[config.mk]
export PLATFORM = sky130hd
export DESIGN_NAME = bcd_updown_counter_display
export DESIGN_NICKNAME = d
export VERILOG_FILES = /design/src/rtl/bcd_disp_pkg.sv /design/src/rtl/bcd_updown_counter_display_cell.sv /design/src/rtl/bcd_updown_counter_display.sv
export SDC_FILE = /design/constraint.sdc
export NUM_CORES = 1
export LEC_CHECK = 0
export ABC_AREA = 1
export BUFFER_PORTS_ARGS = -buffer_cell sky130_fd_sc_hd__buf_2
export CORE_MARGIN = 1.5
export CORE_UTILIZATION = 30
export DETAILED_ROUTE_END_ITERATION = 16
export HOLD_SLACK_MARGIN = 0.05
export PLACE_DENSITY = 0.54
export SLEW_MARGIN = 20
export SYNTH_ARGS = -nofsm -noshare
export SYNTH_HDL_FRONTEND = slang
export SYNTH_HIERARCHICAL = 1
export SYNTH_SLANG_ARGS = --single-unit
[constraint.sdc]
create_clock -name clk -period 3.8 [get_ports clk]
set_clock_uncertainty 0.1 [all_clocks]
set_input_delay 0.19 -clock clk [delete_from_list [all_inputs] [get_ports clk]]
set_output_delay 0.19 -clock clk [all_outputs]
set_load 0.1 [all_outputs]
[src/rtl/bcd_disp_pkg.sv]
// Shared constants and helpers for the BCD up/down counter display.
// Holds active-high segment codes {a..g}, seg_decode and bcd_clamp.
package bcd_disp_pkg;

    localparam logic [6:0] SEG_0     = 7'b1111110;
    localparam logic [6:0] SEG_1     = 7'b0110000;
    localparam logic [6:0] SEG_2     = 7'b1101101;
    localparam logic [6:0] SEG_3     = 7'b1111001;
    localparam logic [6:0] SEG_4     = 7'b0110011;
    localparam logic [6:0] SEG_5     = 7'b1011011;
    localparam logic [6:0] SEG_6     = 7'b1011111;
    localparam logic [6:0] SEG_7     = 7'b1110000;
    localparam logic [6:0] SEG_8     = 7'b1111111;
    localparam logic [6:0] SEG_9     = 7'b1111011;
    localparam logic [6:0] SEG_BLANK = 7'b0000000;

    function automatic logic [6:0] seg_decode(input logic [3:0] nibble);
        logic [6:0] s;
        case (nibble)
            4'd0:    s = SEG_0;
            4'd1:    s = SEG_1;
            4'd2:    s = SEG_2;
            4'd3:    s = SEG_3;
            4'd4:    s = SEG_4;
            4'd5:    s = SEG_5;
            4'd6:    s = SEG_6;
            4'd7:    s = SEG_7;
            4'd8:    s = SEG_8;
            4'd9:    s = SEG_9;
            default: s = SEG_BLANK;
        endcase
        return s;
    endfunction

    function automatic logic [3:0] bcd_clamp(input logic [3:0] nibble);
        return (nibble > 4'd9) ? 4'd9 : nibble;
    endfunction

endpackage

[src/rtl/bcd_updown_counter_display_cell.sv]
// Single BCD digit up/down step cell (combinational).
// Ports: digit in, mode, cin (step request) -> next digit, cout, is_max, is_min.
module bcd_digit_cell (
    input  logic       mode,
    input  logic       cin,
    input  logic [3:0] digit,
    output logic [3:0] next,
    output logic       cout,
    output logic       is_max,
    output logic       is_min
);
    assign is_max = (digit == 4'd9);
    assign is_min = (digit == 4'd0);

    // A digit only passes the step on when it rolls over in the step direction.
    assign cout = cin & (mode ? is_min : is_max);

    always_comb begin
        next = digit;
        if (cin) begin
            if (!mode) next = is_max ? 4'd0 : digit + 4'd1;
            else       next = is_min ? 4'd9 : digit - 4'd1;
        end
    end
endmodule

[src/rtl/bcd_updown_counter_display.sv]
// Multi-digit BCD up/down counter driving a multiplexed 7-segment display.
// Ports: clk, reset, en, mode, saturate, load, load_val -> count_bcd, tc, seg, an.
module bcd_updown_counter_display
    import bcd_disp_pkg::*;
#(
    parameter int DIGITS         = 4,
    parameter int SCAN_DIV       = 1000,
    parameter bit SEG_ACTIVE_LOW = 1'b1
) (
    input  logic                  clk,
    input  logic                  reset,
    input  logic                  en,
    input  logic                  mode,
    input  logic                  saturate,
    input  logic                  load,
    input  logic [4*DIGITS-1:0]   load_val,
    output logic [4*DIGITS-1:0]   count_bcd,
    output logic                  tc,
    output logic [6:0]            seg,
    output logic [DIGITS-1:0]     an
);
    localparam int W  = 4 * DIGITS;
    localparam int DW = $clog2(SCAN_DIV);
    localparam int IW = (DIGITS > 1) ? $clog2(DIGITS) : 1;

    localparam logic [6:0]        SEG_OFF = SEG_ACTIVE_LOW ? '1 : '0;
    localparam logic [DIGITS-1:0] AN_OFF  = SEG_ACTIVE_LOW ? '1 : '0;

    logic [W-1:0]      nxt_count;
    logic [W-1:0]      load_clamped;
    logic [DIGITS:0]   carry;
    logic [DIGITS-1:0] is_max;
    logic [DIGITS-1:0] is_min;
    logic              at_limit;

    assign carry[0] = 1'b1;

    for (genvar g = 0; g < DIGITS; g++) begin : g_cell
        bcd_digit_cell u_cell (
            .mode   (mode),
            .cin    (carry[g]),
            .digit  (count_bcd[4*g +: 4]),
            .next   (nxt_count[4*g +: 4]),
            .cout   (carry[g+1]),
            .is_max (is_max[g]),
            .is_min (is_min[g])
        );
    end

    assign at_limit = mode ? (&is_min) : (&is_max);

    always_comb begin
        load_clamped = '0;
        for (int i = 0; i < DIGITS; i++)
            load_clamped[4*i +: 4] = bcd_clamp(load_val[4*i +: 4]);
    end

    // Carry out of the top digit marks a step attempted from MAX/MIN.
    always_ff @(posedge clk or posedge reset) begin
        if (reset) begin
            count_bcd <= '0;
            tc        <= 1'b0;
        end else if (load) begin
            count_bcd <= load_clamped;
            tc        <= 1'b0;
        end else if (en) begin
            tc <= carry[DIGITS];
            if (!(saturate && at_limit))
                count_bcd <= nxt_count;
        end else begin
            tc <= 1'b0;
        end
    end

    logic [DW-1:0]     div;
    logic [IW-1:0]     idx;
    logic [DIGITS-1:0] an_hot;
    logic [3:0]        cur_digit;

    always_comb begin
        an_hot    = '0;
        cur_digit = 4'd0;
        for (int i = 0; i < DIGITS; i++) begin
            if (idx == IW'(i)) begin
                an_hot[i] = 1'b1;
                cur_digit = count_bcd[4*i +: 4];
            end
        end
    end

    always_ff @(posedge clk or posedge reset) begin
        if (reset) begin
            div <= '0;
            idx <= '0;
            seg <= SEG_OFF;
            an  <= AN_OFF;
        end else begin
            if (div == DW'(SCAN_DIV - 1)) begin
                div <= '0;
                idx <= (idx == IW'(DIGITS - 1)) ? '0 : idx + 1'b1;
            end else begin
                div <= div + 1'b1;
            end
            seg <= SEG_ACTIVE_LOW ? ~seg_decode(cur_digit) : seg_decode(cur_digit);
            an  <= SEG_ACTIVE_LOW ? ~an_hot : an_hot;
        end
    end
endmodule
=== Yosys cells after proc, flatten, opt, wreduce, memory -nomap -nowiden ===
Memory sizes are Yosys's and may differ from the RTL's.
Index checks and enable logic that the tools add are counted.

* Reductions and logical operators: 16
* Bitwise gates (word level): 5
* Multiplexer cells: 39
* Magnitude comparators: 4
* Equality and inequality tests: 9
* $add $sub $neg: 10

{| class="wikitable"
|+ Operators with widths
! kind !! count
|-
| 4-bit 2-to-1 mux || 23
|-
| 16-bit 2-to-1 mux || 3
|-
| 4-bit by 1-bit adder with 4-bit output (second input constant) || 4
|-
| 4-bit == test (second input constant) || 4
|-
| 4-bit greater-than comparator (second input constant) || 4
|-
| 4-bit logical NOT || 4
|-
| 4-bit by 1-bit subtractor with 4-bit output (second input constant) || 4
|-
| 1-bit 2-to-1 mux || 11
|-
| 10-bit by 1-bit adder with 10-bit output (second input constant) || 1
|-
| 10-bit == test (second input constant) || 1
|-
| 10-bit 2-to-1 mux || 1
|-
| 3-bit AND reduction || 3
|-
| 4-bit AND reduction || 2
|-
| 2-bit nonzero test || 4
|-
| 7-bit inverter || 1
|-
| 2-bit == test (second input constant) || 2
|-
| 4-bit inverter || 1
|-
| 1-bit bitwise AND || 3
|-
| 2-bit by 1-bit adder with 2-bit output (second input constant) || 1
|-
| 2-bit by 1-bit == test with 1-bit output (second input constant) || 1
|-
| 2-bit logical NOT || 1
|-
| 2-bit 2-to-1 mux || 1
|-
| 2-bit inequality test (second input constant) || 1
|-
| 2-bit AND reduction || 1
|-
| 1-bit logical AND || 1
|}

* Output and inout bits: 28
* ROM bits: 112
* Logic and storage cells: 93
* Input bits: 22
* Memories kept: 1
* Register bits: 40

{| class="wikitable"
|+ Memory list
! name !! words !! width !! read ports !! clocked after memory_dff !! write ports !! RTL line !! text
|-
| (no name shown) || 16 || 7 || 1 || 0 || 0 || bcd_disp_pkg.sv:19 || <nowiki>case (nibble)</nowiki>
|}

=== Logic depth before layout (Yosys ltp) ===
* Word-level depth: 8
* Mapped depth: 16
* Mapped depth without buffers: 16

=== Hierarchy ===
Netlist, hierarchy kept.

{| class="wikitable"
|+ Modules (own cells, without submodules)
! module !! times used !! sequential area each (um^2) !! area each (um^2) !! cells each
|-
| bcd_updown_counter_display || 1 || 1014.7 || 2252.2 || 280
|-
| bcd_digit_cell || 4 || 0.0 || 235.2 || 48
|}

=== Least setup slack after synthesis ===
Ideal clock, no wire load.

* Path kind: flip-flop to flip-flop
* From: reg count_bcd[0]
* To: reg count_bcd[14]
* Data required time: 3.577 ns
* Stages on the path, launching flop included: 17
* Setup slack: -0.193 ns
* Setup time: 0.123 ns
* Clock period less this slack: 3.993 ns
* Arrival: 3.770 ns
* Cells stage by stage: dfrtp_1 -> buf_6 -> nand2_2 -> nor2_2 -> nor2_4 -> a211oi_1 -> inv_1 -> a211oi_1 -> inv_1 -> a211oi_1 -> inv_1 -> a21oi_1 -> o21ai_1 -> nand2_1 -> o21ai_0 -> nand3_1 -> nand2_1

* Word-level cells in the longest chain between the ends: 6

{| class="wikitable"
|+ RTL lines
! element !! RTL line !! text
|-
| start: declaration || bcd_updown_counter_display.sv:17 || <nowiki>output logic [4*DIGITS-1:0] count_bcd,</nowiki>
|-
| start signal: assignment || bcd_updown_counter_display.sv:64 || <nowiki>count_bcd <= load_clamped;</nowiki>
|-
| start signal: assignment || bcd_updown_counter_display.sv:69 || <nowiki>count_bcd <= nxt_count;</nowiki>
|-
| 4-bit == test || bcd_updown_counter_display_cell.sv:12 || <nowiki>assign is_max = (digit == 4'd9);</nowiki>
|-
| net is_max[0] || bcd_updown_counter_display.sv:32 || <nowiki>logic [DIGITS-1:0] is_max;</nowiki>
|-
| 1-bit 2-to-1 mux || bcd_updown_counter_display_cell.sv:16 || <nowiki>assign cout = cin & (mode ? is_min : is_max);</nowiki>
|-
| net carry[1] || bcd_updown_counter_display.sv:31 || <nowiki>logic [DIGITS:0] carry;</nowiki>
|-
| 1-bit bitwise AND || bcd_updown_counter_display_cell.sv:16 ||
|-
| net carry[2] || bcd_updown_counter_display.sv:31 ||
|-
| 1-bit bitwise AND || bcd_updown_counter_display_cell.sv:16 ||
|-
| net carry[3] || bcd_updown_counter_display.sv:31 ||
|-
| 2-bit nonzero test (no line) || -- ||
|-
| 3-bit AND reduction (no line) || -- ||
|}

The timed path passes the listed nets, and every way through them passes these cells.
A chain may end at the register's enable or synchronous reset.

=== Worst setup path after layout ===
* From: reg count_bcd[2]
* To: reg count_bcd[14]

Same word-level chain as after synthesis.

==> metrics.cfg <==
[clocking]
post_cts_resize_count=0
clk_latency_ns=0.29
cts_sinks=40
cts_buffer_depth=2
cts_tree=built
cts_max_level=2
clk_pin_slew_ns=0.08
numCtsBuffers=5
post_cts_buffers=0
holdBufCountCts=2
clockRootBuffer=clkbuf_8

[logic_synthesis]
synth_flop_cell=dfrtp_1
synth_compound_area_share_pct=10.9
synth_edf_count=0
synth_top_family_by_area=simple AND/OR/NAND/NOR gates
syn_inst=472
ys_warn_count=6
synth_xor_area_share_pct=1.37
synthSimpleGateAreaFrac_pct=41.8
synth_seq_cells=40
synth_fa_ha_area_share_pct=3.92
syn_area_per_cell_um2=6.76
syn-cell-area_um2=3190
synth-async-reset-ratio_pct=100
yosysUniqueCellTypes=34
yosys-mux-area-fraction_pct=0
synth-seq-area-share_pct=31.8

[final_layout]
fillerInstances=1117
synthToLayoutAreaGrowth_pct=15.1
n_antenna_cell=0
final_layout_size_suffix_gt1_share_pct=22.7
multi_input_area_um2=1880
fin_nets=560
layout.area.seq_um2=1020

[sta]
hold_ws_ns=0.149
finalCriticalPeriod_ns=2.99
relSlewSlack_pct=48.8
setup_viol=0
hold_viol=0
worstMarginPinSlew_ns=0.768
max_freq_ghz=0.335
slew_violations=0
final.period_utilization_pct=78.6
rsz0062_at_grt=no
setup_tns_ns=0

[worst_setup_path]
rrSetupSlack_ns=0.81
critPathKind=register to register
required_ns=3.89
crit_path_end_kind=register
critical_path.max_fanout=7
cp_data_arrival_time_ns=3.07
cp-start-kind=register

[route]
vias=3141
routedWlPerCell_um=12.5
final_antenna_net_count=0
dr.pass1.iters=4
viasPerCell=4.72
drt_wl_total_mm=8.33
drc=0
drtIter0Drc=167

[global_routing]
antenna_found_initial=0
grt_pass1_wl_mm=14.5
grt_usage_pct=16.0
grt_overflow=0
grt_max_degree=41
met3_usage_pct=2.64
grtUsageMet2_pct=27.6
busiest_layer=met2
met1_usage_pct=20.7
grt_pass1_vias=3041

[power]
cellPowerDensity_nw_per_um2=452
total_power_mw=1.66
p_switching_mw=0.864
peakVddDrop_mv=0.135
power.internal_mw=0.797
swShare_pct=52.0
pwr-share-clk_pct=17.3
p_seq_share_pct=34.3
p_leak_nw=1.98
comb_power_share_pct=48.4

[flow_run]
max_cap_viol_count=0

[floorplan]
core-area_um2=10300
dieArea_um2=11300
die_x_um=106
io_pins=50
start_util_pct=30.9
rows=37
die_height_um=106

[placement]
place_hpwl_mm=6.17
numPortBuffers=49
gp_congestion=0.860

[worst_hold_path]
hold_path.class=input port to register

[run_status]
status=completed

==> cell usage after synthesis (2+ instances only) <==
master | n | area [um^2]
ha_1 | 10 | 125
nand2_2 | 10 | 62.6
nand2_4 | 3 | 33.8
o21ai_1 | 12 | 60.1
a211oi_1 | 4 | 30.0
nor2_1 | 40 | 150
buf_6 | 6 | 67.6
buf_2 | 4 | 20.0
inv_2 | 11 | 41.3
nand3_1 | 57 | 285
nand3b_1 | 2 | 15.0
nand3_2 | 2 | 20.0
nor2_4 | 8 | 90.1
nand2_1 | 151 | 567
nor2_2 | 6 | 37.5
dfrtp_1 | 29 | 726
a21oi_1 | 19 | 95.1
nand4_1 | 6 | 37.5
o21ai_0 | 10 | 50.1
nor3_1 | 2 | 10.0
dfstp_2 | 11 | 289
xor2_1 | 5 | 43.8
a22o_1 | 6 | 52.6
inv_1 | 48 | 180
==> flip-flops by register name (all words and copies together) (netlist names) <==
register / count
an: 4
div: 10
tc: 1
count_bcd: 16
idx: 2
seg: 7
==> logic make-up after synthesis <==
logic type,count (synthesis)
AOI/OAI and AO/OA,56
xor gates and xnor gates,5
DFF,40
other,1
and+or+nand+nor,289
adders and majority gates,10
buffers and inverters,71
==> layout make-up <==
cell class	count	area share, %
clock buffer	5	1.87
inverter	60	6.13
sequential	40	27.7
multi-input combinational	366	51.1
tap	136	4.63
clock inverter	3	0.511
timing repair buffer	55	8.04
==> per-stage QoR <==
step                      util [%]  worst slack [ns]  std cells  cell area (um^2)
final                         35.6             0.812        665              3670
after global routing          35.6             0.453        665              3670
after CTS                     35.6             0.831        665              3670
after detailed placement      34.6             0.889        655              3570
after global placement        34.6             0.855        655              3570
after floorplan                  -             0.101        477              3220
==> power by group through the flow <==
| stage | combinational [mW] | sequential (mW) | clock [mW] |
|---|---|---|---|
| floorplan | 0.347 | 0.902 | 0 |
| global placement | 0.805 | 0.578 | 0 |
| detailed placement | 0.803 | 0.580 | 0 |
| CTS | 0.808 | 0.572 | 0.301 |
| global route | 0.874 | 0.582 | 0.322 |
| finish | 0.804 | 0.571 | 0.287 |
==> layout by cell type, fill, tap and decap left out, types with 8 or more instances in the layout <==
master,Yosys,layout
a21oi_1,19,19
buf_2,4,49
dfrtp_1,29,25
dfstp_2,11,11
ha_1,10,10
inv_1,48,48
inv_2,11,11
nand2_1,151,151
nand2_2,10,10
nand3_1,57,57
nor2_1,40,40
nor2_4,8,8
o21ai_0,10,10
o21ai_1,12,12
==> metal layers <==
| metal | up-vias | share of wire, % |
|---|---|---|
| li1 | 1615 | - |
| met5 | - | 0 |
| met2 | 59 | 49 |
| met3 | 6 | 4.3 |
| met1 | 1461 | 46 |
| met4 | 0 | 0.74 |
==> worst paths after layout <==
check / from / endpoint / cells past startpoint
worst min-delay path: load_val[15] / count_bcd[13] / 4
max in group asynchronous: reset / count_bcd[2] / 4
worst min register to register: div[0] / div[0] / 1
worst max-delay path: count_bcd[2] / count_bcd[14] / 19
worst max register to register: count_bcd[2] / count_bcd[14] / 19
min in group asynchronous: reset / div[6] / 4
==> worst max-delay path: stages (launching register included) <==
cell and delay (ns):
dfrtp_2 0.45, inv_2 0.12, nand2_1 0.07, nor2_2 0.19, nor2_4 0.04, a211oi_1 0.18
buf_4 0.17, inv_1 0.06, a211oi_1 0.28, buf_4 0.20, inv_1 0.06, a211oi_1 0.22
buf_4 0.18, inv_1 0.07, a21oi_1 0.11, o21ai_1 0.07, nand2_1 0.06, o21ai_0 0.08
nand3_1 0.08, nand2_1 0.06
Note: power is estimated with default switching activity, not from simulation.
